`config.mk`:
```
export PLATFORM = sky130hd
export DESIGN_NAME = writeback_buffer_flat
export DESIGN_NICKNAME = d
export VERILOG_FILES = /design/src/rtl/writeback_buffer_if.sv /design/src/rtl/writeback_buffer.sv /design/src/flat_wrapper.sv
export SDC_FILE = /design/constraint.sdc
export NUM_CORES = 1
export LEC_CHECK = 0
export CORE_UTILIZATION = 42
export CTS_CLUSTER_DIAMETER = 50
export DETAILED_ROUTE_END_ITERATION = 8
export PLACE_DENSITY_LB_ADDON = 0.25
export SYNTH_ARGS = -nofsm -noshare
export SYNTH_HDL_FRONTEND = slang
export SYNTH_SLANG_ARGS = --single-unit
```
`constraint.sdc`:
```
create_clock -name clk -period 4.3 [get_ports clk]
set_input_delay 0.86 -clock clk [delete_from_list [all_inputs] [get_ports clk]]
set_output_delay 0.86 -clock clk [all_outputs]
set_load 0.01 [all_outputs]
```
`src/rtl/writeback_buffer_if.sv`:
```
// Shared types and the bus bundle for writeback_buffer: the cache-side eviction/read
// ports and the MainMemory port. The optional WB_COALESCE_EN build uses the same bus.
package writeback_buffer_pkg;
    typedef enum logic [1:0] {INV = 2'd0, SHR = 2'd1, EXC = 2'd2, MOD = 2'd3} Tmesi_state;
    typedef struct packed {
        logic       page_reference;
        logic [7:0] address_code;
    } Taddress;
endpackage

interface writeback_buffer_if #(parameter int DATA_W = 64);
    import writeback_buffer_pkg::*;

    logic              evict_valid;
    logic              evict_ready;
    Taddress           evict_addr;
    logic [DATA_W-1:0] evict_data;
    Tmesi_state        evict_mesi;
    logic              rd_req;
    Taddress           rd_addr;
    logic              rd_busy;
    logic              rd_valid;
    logic [DATA_W-1:0] rd_data;
    Tmesi_state        rd_mesi;
    logic              drain_en;
    logic              empty;
    Taddress           mem_addr;
    logic [DATA_W-1:0] mem_wdata;
    logic              mem_we;
    Tmesi_state        mem_mesi_in;
    logic [DATA_W-1:0] mem_rdata;
    Tmesi_state        mem_mesi_out;

    modport slave (
        input  evict_valid, evict_addr, evict_data, evict_mesi, rd_req, rd_addr,
               drain_en, mem_rdata, mem_mesi_out,
        output evict_ready, rd_busy, rd_valid, rd_data, rd_mesi, empty,
               mem_addr, mem_wdata, mem_we, mem_mesi_in
    );

    modport master (
        output evict_valid, evict_addr, evict_data, evict_mesi, rd_req, rd_addr,
               drain_en, mem_rdata, mem_mesi_out,
        input  evict_ready, rd_busy, rd_valid, rd_data, rd_mesi, empty,
               mem_addr, mem_wdata, mem_we, mem_mesi_in
    );
endinterface

```
`src/rtl/writeback_buffer.sv`:
```
// Eviction queue in front of MainMemory: drains one line per cycle and forwards queued lines to reads.
// Define WB_COALESCE_EN to merge an eviction into an already-queued entry with the same address.
module writeback_buffer
    import writeback_buffer_pkg::*;
#(
    parameter int DEPTH  = 4,
    parameter int DATA_W = 64
) (
    input logic               clk,
    input logic               reset,
    writeback_buffer_if.slave bus
);
    localparam int AW = $clog2(DEPTH);
    localparam int CW = AW + 1;

    typedef enum logic [1:0] {IDLE, RD_ISSUE, RD_WAIT} state_t;

    state_t            state_q, state_d;
    Taddress           ent_addr_q [DEPTH];
    Taddress           ent_addr_d [DEPTH];
    logic [DATA_W-1:0] ent_data_q [DEPTH];
    logic [DATA_W-1:0] ent_data_d [DEPTH];
    Tmesi_state        ent_mesi_q [DEPTH];
    Tmesi_state        ent_mesi_d [DEPTH];
    logic [AW-1:0]     head_q, head_d, tail_q, tail_d;
    logic [CW-1:0]     count_q, count_d;
    logic              rd_valid_q, rd_valid_d;
    logic [DATA_W-1:0] rd_data_q, rd_data_d;
    Tmesi_state        rd_mesi_q, rd_mesi_d;
    Taddress           mem_addr_q, mem_addr_d;
    logic [DATA_W-1:0] mem_wdata_q, mem_wdata_d;
    logic              mem_we_q, mem_we_d;
    Tmesi_state        mem_mesi_q, mem_mesi_d;

    logic [AW-1:0]     idx, coal_idx;
    logic              full, ready, drain_go, coal_hit, accept, push, fwd_hit;
    logic [DATA_W-1:0] fwd_data;
    Tmesi_state        fwd_mesi;

    always_comb begin
        state_d     = state_q;
        head_d      = head_q;
        tail_d      = tail_q;
        ent_addr_d  = ent_addr_q;
        ent_data_d  = ent_data_q;
        ent_mesi_d  = ent_mesi_q;
        rd_valid_d  = 1'b0;
        rd_data_d   = rd_data_q;
        rd_mesi_d   = rd_mesi_q;
        mem_addr_d  = mem_addr_q;
        mem_wdata_d = mem_wdata_q;
        mem_mesi_d  = mem_mesi_q;
        mem_we_d    = 1'b0;
        idx         = '0;
        coal_idx    = '0;
        coal_hit    = 1'b0;
        fwd_hit     = 1'b0;
        fwd_data    = '0;
        fwd_mesi    = INV;

        full     = (count_q == CW'(DEPTH));
        drain_go = (state_q == IDLE) && !bus.rd_req && bus.drain_en && (count_q != '0);
`ifdef WB_COALESCE_EN
        // The head leaving on this edge cannot absorb the write; it gets a fresh slot instead.
        for (int i = 0; i < DEPTH; i++) begin
            idx = head_q + AW'(i);
            if (CW'(i) < count_q && !(drain_go && i == 0) && ent_addr_q[idx] == bus.evict_addr) begin
                coal_hit = 1'b1;
                coal_idx = idx;
            end
        end
`endif
        ready  = !full || coal_hit;
        accept = bus.evict_valid && ready;
        push   = accept && !coal_hit;

        // Scan oldest to youngest so the last match wins; a same-edge eviction is younger still.
        for (int i = 0; i < DEPTH; i++) begin
            idx = head_q + AW'(i);
            if (CW'(i) < count_q && ent_addr_q[idx] == bus.rd_addr) begin
                fwd_hit  = 1'b1;
                fwd_data = ent_data_q[idx];
                fwd_mesi = ent_mesi_q[idx];
            end
        end
        if (accept && bus.evict_addr == bus.rd_addr) begin
            fwd_hit  = 1'b1;
            fwd_data = bus.evict_data;
            fwd_mesi = bus.evict_mesi;
        end

        case (state_q)
            IDLE: begin
                if (bus.rd_req) begin
                    if (fwd_hit) begin
                        rd_valid_d = 1'b1;
                        rd_data_d  = fwd_data;
                        rd_mesi_d  = fwd_mesi;
                    end else begin
                        mem_addr_d = bus.rd_addr;
                        state_d    = RD_ISSUE;
                    end
                end else if (drain_go) begin
                    mem_addr_d  = ent_addr_q[head_q];
                    mem_wdata_d = ent_data_q[head_q];
                    mem_mesi_d  = ent_mesi_q[head_q];
                    mem_we_d    = 1'b1;
                    head_d      = head_q + AW'(1);
                end
            end
            RD_ISSUE: state_d = RD_WAIT;
            RD_WAIT: begin
                rd_valid_d = 1'b1;
                rd_data_d  = bus.mem_rdata;
                rd_mesi_d  = bus.mem_mesi_out;
                state_d    = IDLE;
            end
            default: state_d = IDLE;
        endcase

        if (accept && coal_hit) begin
            ent_data_d[coal_idx] = bus.evict_data;
            ent_mesi_d[coal_idx] = bus.evict_mesi;
        end else if (push) begin
            ent_addr_d[tail_q] = bus.evict_addr;
            ent_data_d[tail_q] = bus.evict_data;
            ent_mesi_d[tail_q] = bus.evict_mesi;
            tail_d             = tail_q + AW'(1);
        end
        count_d = count_q + CW'(push) - CW'(drain_go);
    end

    always_ff @(posedge clk) begin
        if (reset) begin
            state_q     <= IDLE;
            head_q      <= '0;
            tail_q      <= '0;
            count_q     <= '0;
            rd_valid_q  <= 1'b0;
            rd_data_q   <= '0;
            rd_mesi_q   <= INV;
            mem_addr_q  <= '0;
            mem_wdata_q <= '0;
            mem_we_q    <= 1'b0;
            mem_mesi_q  <= INV;
        end else begin
            state_q     <= state_d;
            head_q      <= head_d;
            tail_q      <= tail_d;
            count_q     <= count_d;
            rd_valid_q  <= rd_valid_d;
            rd_data_q   <= rd_data_d;
            rd_mesi_q   <= rd_mesi_d;
            mem_addr_q  <= mem_addr_d;
            mem_wdata_q <= mem_wdata_d;
            mem_we_q    <= mem_we_d;
            mem_mesi_q  <= mem_mesi_d;
        end
    end

    // Payload storage; validity lives entirely in head/count.
    always_ff @(posedge clk) begin
        ent_addr_q <= ent_addr_d;
        ent_data_q <= ent_data_d;
        ent_mesi_q <= ent_mesi_d;
    end

    assign bus.evict_ready = ready;
    assign bus.empty       = (count_q == '0);
    assign bus.rd_busy     = (state_q != IDLE);
    assign bus.rd_valid    = rd_valid_q;
    assign bus.rd_data     = rd_data_q;
    assign bus.rd_mesi     = rd_mesi_q;
    assign bus.mem_addr    = mem_addr_q;
    assign bus.mem_wdata   = mem_wdata_q;
    assign bus.mem_we      = mem_we_q;
    assign bus.mem_mesi_in = mem_mesi_q;
endmodule

```
`src/flat_wrapper.sv`:
```
// flat-port wrapper written by rule: the top's interface ports become plain ports
module writeback_buffer_flat import writeback_buffer_pkg::*;
#(
    parameter int DEPTH  = 4,
    parameter int DATA_W = 64
)
  (clk, reset, bus_evict_valid, bus_evict_addr, bus_evict_data, bus_evict_mesi, bus_rd_req, bus_rd_addr, bus_drain_en, bus_mem_rdata, bus_mem_mesi_out, bus_evict_ready, bus_rd_busy, bus_rd_valid, bus_rd_data, bus_rd_mesi, bus_empty, bus_mem_addr, bus_mem_wdata, bus_mem_we, bus_mem_mesi_in);
  writeback_buffer_if #(.DATA_W(DATA_W)) bus_i ();
  input logic clk;
  input logic reset;
  input wire logic [$bits(bus_i.evict_valid)-1:0] bus_evict_valid;
  input wire logic [$bits(bus_i.evict_addr)-1:0] bus_evict_addr;
  input wire logic [$bits(bus_i.evict_data)-1:0] bus_evict_data;
  input wire logic [$bits(bus_i.evict_mesi)-1:0] bus_evict_mesi;
  input wire logic [$bits(bus_i.rd_req)-1:0] bus_rd_req;
  input wire logic [$bits(bus_i.rd_addr)-1:0] bus_rd_addr;
  input wire logic [$bits(bus_i.drain_en)-1:0] bus_drain_en;
  input wire logic [$bits(bus_i.mem_rdata)-1:0] bus_mem_rdata;
  input wire logic [$bits(bus_i.mem_mesi_out)-1:0] bus_mem_mesi_out;
  output wire logic [$bits(bus_i.evict_ready)-1:0] bus_evict_ready;
  output wire logic [$bits(bus_i.rd_busy)-1:0] bus_rd_busy;
  output wire logic [$bits(bus_i.rd_valid)-1:0] bus_rd_valid;
  output wire logic [$bits(bus_i.rd_data)-1:0] bus_rd_data;
  output wire logic [$bits(bus_i.rd_mesi)-1:0] bus_rd_mesi;
  output wire logic [$bits(bus_i.empty)-1:0] bus_empty;
  output wire logic [$bits(bus_i.mem_addr)-1:0] bus_mem_addr;
  output wire logic [$bits(bus_i.mem_wdata)-1:0] bus_mem_wdata;
  output wire logic [$bits(bus_i.mem_we)-1:0] bus_mem_we;
  output wire logic [$bits(bus_i.mem_mesi_in)-1:0] bus_mem_mesi_in;
  assign bus_i.evict_valid = bus_evict_valid;
  assign bus_i.evict_addr = bus_evict_addr;
  assign bus_i.evict_data = bus_evict_data;
  assign bus_i.evict_mesi = bus_evict_mesi;
  assign bus_i.rd_req = bus_rd_req;
  assign bus_i.rd_addr = bus_rd_addr;
  assign bus_i.drain_en = bus_drain_en;
  assign bus_i.mem_rdata = bus_mem_rdata;
  assign bus_i.mem_mesi_out = bus_mem_mesi_out;
  assign bus_evict_ready = bus_i.evict_ready;
  assign bus_rd_busy = bus_i.rd_busy;
  assign bus_rd_valid = bus_i.rd_valid;
  assign bus_rd_data = bus_i.rd_data;
  assign bus_rd_mesi = bus_i.rd_mesi;
  assign bus_empty = bus_i.empty;
  assign bus_mem_addr = bus_i.mem_addr;
  assign bus_mem_wdata = bus_i.mem_wdata;
  assign bus_mem_we = bus_i.mem_we;
  assign bus_mem_mesi_in = bus_i.mem_mesi_in;
  writeback_buffer #(.DEPTH(DEPTH), .DATA_W(DATA_W)) u_core (.clk(clk), .reset(reset), .bus(bus_i));
endmodule
```
[Word-level counts from Yosys, hierarchy flattened]
Cells that the tools add are included.
Word-level totals
  flip-flop bits (word level): 452
  bits of input ports: 155
  word-level logic and storage cells: 162
Cells by class
  add/subtract/negate cells: 6
  order comparisons: 10
  equality and inequality tests: 12
  multiplexer cells: 76
  bitwise operators: 7
  reduce and logical (&&, ||, !) cells: 23
Operators by type and width (count)
  64-bit two-way mux: 16
  64-bit binary-select mux with 2-bit select: 4
  256-bit bitwise mux: 1
  64-bit demux with 2-bit select: 1
  64-bit one-hot mux with 2 select lines: 1
  9-bit two-way mux: 12
  9-bit binary-select mux with 2-bit select: 4
  9-bit equality test: 5
  36-bit bitwise mux: 1
  2-bit two-way mux: 18
  9-bit demux with 2-bit select: 1
  2-bit binary-select mux with 2-bit select: 4
  3-bit greater-or-equal comparator (second input constant): 5
  2-bit NOT with 3-bit output: 5
  1-bit logical AND: 10
  3-bit AND reduction: 3
  8-bit bitwise mux: 1
  1-bit two-way mux: 8
  2-bit one-hot mux with 2 select lines: 2
  1-bit by 3-bit < comparator with 1-bit output (first input constant): 2
  2-bit by 3-bit < comparator with 1-bit output (first input constant): 2
  2-bit inequality test (second input constant): 3
  2-bit nonzero test: 3
  2-bit by 1-bit adder with 2-bit output (second input constant): 2
  other kinds (17): 20

[Logic depth before layout (Yosys ltp)]
Gate-level depths: netlist (run 1).
  word-level depth: 14
  gate-level depth with buffers: 15
  depth with buffers taken out: 10

[Worst setup path before layout (run 1)]
Ideal clock, no wire load.
  path kind: input -> register
  start point: in bus_rd_req
  end point: reg u_core.count_q[2]
  data arrival time: 3.120 ns
  path slack: 1.053 ns
  stages on the path: 11
  buffers on the path: 2
  cell sequence: or4b_2 > clkbuf_1 > clkinv_1 > clkbuf_1 > ha_1 > inv_1 > ha_1 > inv_1 > fa_1 > xnor2_1 > nor2_1
On the way
  word-level cells in the longest chain between the ends: 5
Ends and longest elaborated chain
  start, declared: line flat_wrapper.sv:15  | input wire logic [$bits(bus_i.rd_req)-1:0] bus_rd_req;
  1-bit logical NOT: line writeback_buffer.sv:62  | drain_go = (state_q == IDLE) && !bus.rd_req && bus.drain_en && (count_q != '0);
  1-bit logical AND (3 in a row): line writeback_buffer.sv:62
  via u_core.drain_go: line writeback_buffer.sv:36  | logic full, ready, drain_go, coal_hit, accept, push, fwd_hit;
  3-bit by 1-bit subtractor with 3-bit output: line writeback_buffer.sv:130  | count_d = count_q + CW'(push) - CW'(drain_go);
  end signal, assigned: line writeback_buffer.sv:150  | count_q <= count_d;
  end, declared: line writeback_buffer.sv:26  | logic [CW-1:0] count_q, count_d;
The timed path passes the listed nets, and every way through them passes these cells.
A chain may end at the register's enable or synchronous reset.

[Worst setup path in the final report (run 1)]
  start point: reg u_core.head_q[0]
  end point: reg u_core.rd_mesi_q[0] (netlist: u_core.bus.rd_mesi[0])
On the way
  word-level cells in the longest chain between the ends: 14
Ends and longest elaborated chain
  start, declared: line writeback_buffer.sv:25  | logic [AW-1:0] head_q, head_d, tail_q, tail_d;
  start signal, assigned: line writeback_buffer.sv:136  | head_q <= '0;
  start signal, assigned: line writeback_buffer.sv:148  | head_q <= head_d;
  2-bit by 1-bit adder with 2-bit output or 2-bit NOT with 3-bit output (tied branches): line writeback_buffer.sv:79, writeback_buffer.sv:80, writeback_buffer.sv:83
  2-bit NOT with 3-bit output (not written as such) or 9-bit binary-select mux with 2-bit select (tied branches): line writeback_buffer.sv:80, writeback_buffer.sv:83
  9-bit binary-select mux with 2-bit select or 9-bit two-way mux (tied branches): line writeback_buffer.sv:80  | if (CW'(i) < count_q && ent_addr_q[idx] == bus.rd_addr) begin
  9-bit two-way mux (not written as such): line writeback_buffer.sv:80
  9-bit two-way mux (not written as such) or 9-bit equality test (tied branches): line writeback_buffer.sv:80
  9-bit equality test or 1-bit logical AND (tied branches): line writeback_buffer.sv:80
  1-bit logical AND or 2-bit two-way mux (tied branches): line writeback_buffer.sv:80
  2-bit two-way mux (3 in a row): line writeback_buffer.sv:80
  2-bit two-way mux: line writeback_buffer.sv:86  | if (accept && bus.evict_addr == bus.rd_addr) begin
  2-bit two-way mux: line writeback_buffer.sv:95  | if (fwd_hit) begin
  2-bit two-way mux: line writeback_buffer.sv:94  | if (bus.rd_req) begin
  2-bit one-hot mux with 2 select lines: line writeback_buffer.sv:92  | case (state_q)
  end signal, assigned: line writeback_buffer.sv:153  | rd_mesi_q <= rd_mesi_d;
  end, declared: line writeback_buffer.sv:29  | Tmesi_state rd_mesi_q, rd_mesi_d;
Several ways; a longest one is shown, not always the timed one. The select of a mux whose other input is x is not followed.

==> results.yml, run 1 <==
routing:
  drt-initial-drc-count: 1557
  drt-total-wl_um: 78170
  drc: 0
  wire_per_inst_um: 22.46
  drt_pass1_iterations: 5
  via_per_inst: 5.868
  final_antenna_net_count: 0
  routed-via-count: 20430
synthesis:
  synth_fp_nets: 2637
  synth_top_area_frac: 0.3505
  ys_seq_elements: 452
  syn-mean-instance-area_sq_um: 10.39
  async_reset_ff_frac: 0
  synthFlopType: "edfxtp_1"
  synth_seq_area_share: 0.4689
  synth-edff-count: 300
  syn_inst: 2473
  synth.cell_area_sq_um: 25700
  yosys.area.top_type: "edfxtp_1"
  yosys_warnings: 0
  netlist-cell-type-count: 55
  synthTopCellsByArea: "edfxtp_1 (35%), dfxtp_1 (12%), mux4_2 (6.9%)"
worst_setup_path:
  worstPathArrival_ns: 4.27
  path_class: "flop to flop"
  crit_path_end_kind: "flop"
  cp_num_buf_inv: 3
  critPathLaunchType: "flop"
  path_cells: "buf_4 > mux4_2 > xor2_1 > nor4_1 > and3_4 > buf_4 > buf_4 > a311o_1 > a2bb2oi_1 > a21oi_1"
  slowest_delay_ns: 0.64
  slowest_stage: "dfxtp_4"
  cp_common_cell: "buf_4"
  crit_path_max_fanout: 26
  worst-endpoint-required_ns: 4.85
  crit_family: "buffers and inverters"
finish:
  drive_above_1_share: 0.1346
  syn_to_final_growth_pct: 22.37
  final_cell_mix: "edfxtp_1 (300), clkdlybuf4s50_1 (299), nor2_1 (281)"
  fin_area_sq_um: 31450
  mostFrequentLayoutCell: "edfxtp_1"
  final_cells: 3481
  fin_nets: 2807
clock_tree:
  post_cts.repair.setup_buffers: 0
  cts_root_buf: "clkbuf_16"
  clk_latency_ns: 0.63
  cts_buffers: 61
  clock_sinks: 452
  clock_path_buffers: 3
  hold_buffers: 0
  cts_resized: 0
  cts_tree: "yes"
  htree_num_levels: 2
  clk_pin_slew_worst_paths_ns: 0.06
grt:
  grt_pass1_vias: 20600
  use_met2: 0.4175
  use_met1: 0.3110
  grt_pass1_wl_um: 120000
  use_met3: 0.05528
  grt_use_total: 0.2476
  antenna_found_initial: 9
  grt_max_degree: 184
  gr-total-overflow: 0
  grt-busiest-layer: "met2"
power_and_ir_drop:
  p_switching_mw: 3.870
  combPwrFrac: 0.212
  p_leak_nw: 10.98
  cellPowerDensity_nw_per_um2: 431.2
  power_frac_seq: 0.395
  p_int_mw: 9.693
  clockPowerShare: 0.393
  ir_drop_uv: 301.8
  swShare: 0.2853
worst_hold_path:
  worstHoldPathType: "flop to flop"
place:
  dp_hpwl_um: 47400
  gp_congestion: 0.8774
  place_inst: 3362
  place_area_sq_um: 29240
  io_buffer_count: 300
run:
  maxCapViolations: 0
sta:
  max_freq_mhz: 268.7
  hold_viol: 0
  slew_headroom: 0.2103
  fin_worst_skew_ns: 0.02353
  tightest_slew_ns: 1.185
  setup_violations: 0
  fin_crit_sh: 0.8655
  rsz0062_at_grt: "false"
  fin_crit_ns: 3.722
  tns_ns: 0
  slew_violations: 0
  hold_ws_ns: 0.4529
floorplan:
  ios: 301
  die_h_um: 249.4
  design.core.area_sq_um: 60360
  rows: 90
  dieArea_sq_um: 62190
  die_w_um: 249.4
  start_util: 0.4258
outcome:
  status: "finished clean"
-- final timing paths --
kind,slack [ns],depth (start not counted),end,from
worst max register to register,0.58,10,u_core.bus.rd_mesi[0],u_core.head_q[0]
worst min register to register,0.45,2,u_core.bus.mem_wdata[31],u_core.bus.mem_wdata[31]
worst max-delay path,0.58,10,u_core.bus.rd_mesi[0],u_core.head_q[0]
worst min-delay path,0.45,2,u_core.bus.mem_wdata[31],u_core.bus.mem_wdata[31]
-- logic make-up after synthesis --
| kind of cell | count (synthesis) | synth area share |
|---|---|---|
| AO/OA/AOI/OAI | 578 | 0.1471 |
| XOR/XNOR | 52 | 0.01772 |
| adder cells (fa/ha/maj) | 9 | 0.004674 |
| buffers and inverters | 278 | 0.04766 |
| flip-flops | 452 | 0.4689 |
| multiplexers | 348 | 0.1789 |
| AND/OR/NAND/NOR | 756 | 0.1350 |
-- synth_stat cells, drive strengths merged, types with 34 or more instances --
cell type / number
a211oi: 108
a21oi: 167
and2: 36
and3: 71
buf: 77
clkbuf: 158
dfxtp: 152
edfxtp: 300
inv: 42
mux2: 100
mux2i: 169
mux4: 79
nand2: 202
nand2b: 67
nor2: 282
nor3: 72
o21ai: 100
o31ai: 100
xnor2: 34
-- tightest hold or removal path: stages (launching register included) --
cell     delay (ns)
dfxtp_1        0.30
nand2_1        0.05
a21oi_1        0.05
-- sequential cells by signal, indices dropped and copies added, names as in the netlist --
signal / count
u_core.bus.mem_we: 1
u_core.ent_data_q: 256
u_core.ent_mesi_q: 8
u_core.bus.mem_addr: 9
u_core.bus.rd_valid: 1
u_core.bus.mem_mesi_in: 2
u_core.ent_addr_q: 36
u_core.tail_q: 2
u_core.bus.rd_data: 64
u_core.bus.rd_mesi: 2
u_core.bus.mem_wdata: 64
u_core.state_q: 2
u_core.head_q: 2
u_core.count_q: 3
-- final cells by class --
class | instances | area [sq um]
diodes | 3 | 7.507
inverters | 43 | 162.7
repair buffers | 342 | 3532
clock buffers | 85 | 1876
clock inverters | 31 | 324.1
well taps | 782 | 978.4
fillers | 5256 | 28910
flip-flops and latches | 452 | 12060
multi-input cells | 1743 | 12510
-- layer usage --
layer,part of all wire,wire length [um]
met1,0.42,32550
met2,0.48,37800
met3,0.072,5592
met4,0.027,2141
met5,0.0010,79
-- stage by stage --
step | setup slack (ns) | utilization | power (mW)
after floorplan | 1.053 | - | 7.295
after global placement | 0.5896 | 0.4845 | 8.215
after detailed placement | 0.5167 | 0.4845 | 8.304
after CTS | 0.6253 | 0.5210 | 13.65
after global routing | 0.4081 | 0.5211 | 14.11
final | 0.5784 | 0.5211 | 13.56
-- power groups by stage --
| stage | Combinational, mW | Clock (mW) | Sequential, mW |
|---|---|---|---|
| floorplan | 1.89 | 0 | 5.40 |
| global placement | 2.81 | 0 | 5.41 |
| detailed placement | 2.87 | 0 | 5.44 |
| CTS | 2.88 | 5.42 | 5.35 |
| global route | 3.12 | 5.60 | 5.40 |
| finish | 2.88 | 5.33 | 5.36 |
No activity file was read; power rests on OpenSTA's default activity.
==> inputs of run 2 (changes only) <==
--- a/constraint.sdc
+++ b/constraint.sdc
@@ -3,2 +3,2 @@
 set_output_delay 0.86 -clock clk [all_outputs]
-set_load 0.01 [all_outputs]
+set_load 0.005 [all_outputs]
==> results of run 2 <==
Same layout as run 1 (identical final DEF). Status: finished clean.
Main changes from that run: total power 13.56 mW -> 13.52 mW
==> inputs of run 3 (changes only) <==
--- a/config.mk
+++ b/config.mk
@@ -7,2 +7,3 @@
 export LEC_CHECK = 0
+export CAP_MARGIN = 20
 export CORE_UTILIZATION = 42
--- a/constraint.sdc
+++ b/constraint.sdc
@@ -3,2 +3,2 @@
 set_output_delay 0.86 -clock clk [all_outputs]
-set_load 0.005 [all_outputs]
+set_load 0.02 [all_outputs]
==> results of run 3 <==
Same layout as run 1 (identical final DEF). Status: finished clean.
Main changes from that run: total power 13.56 mW -> 13.65 mW
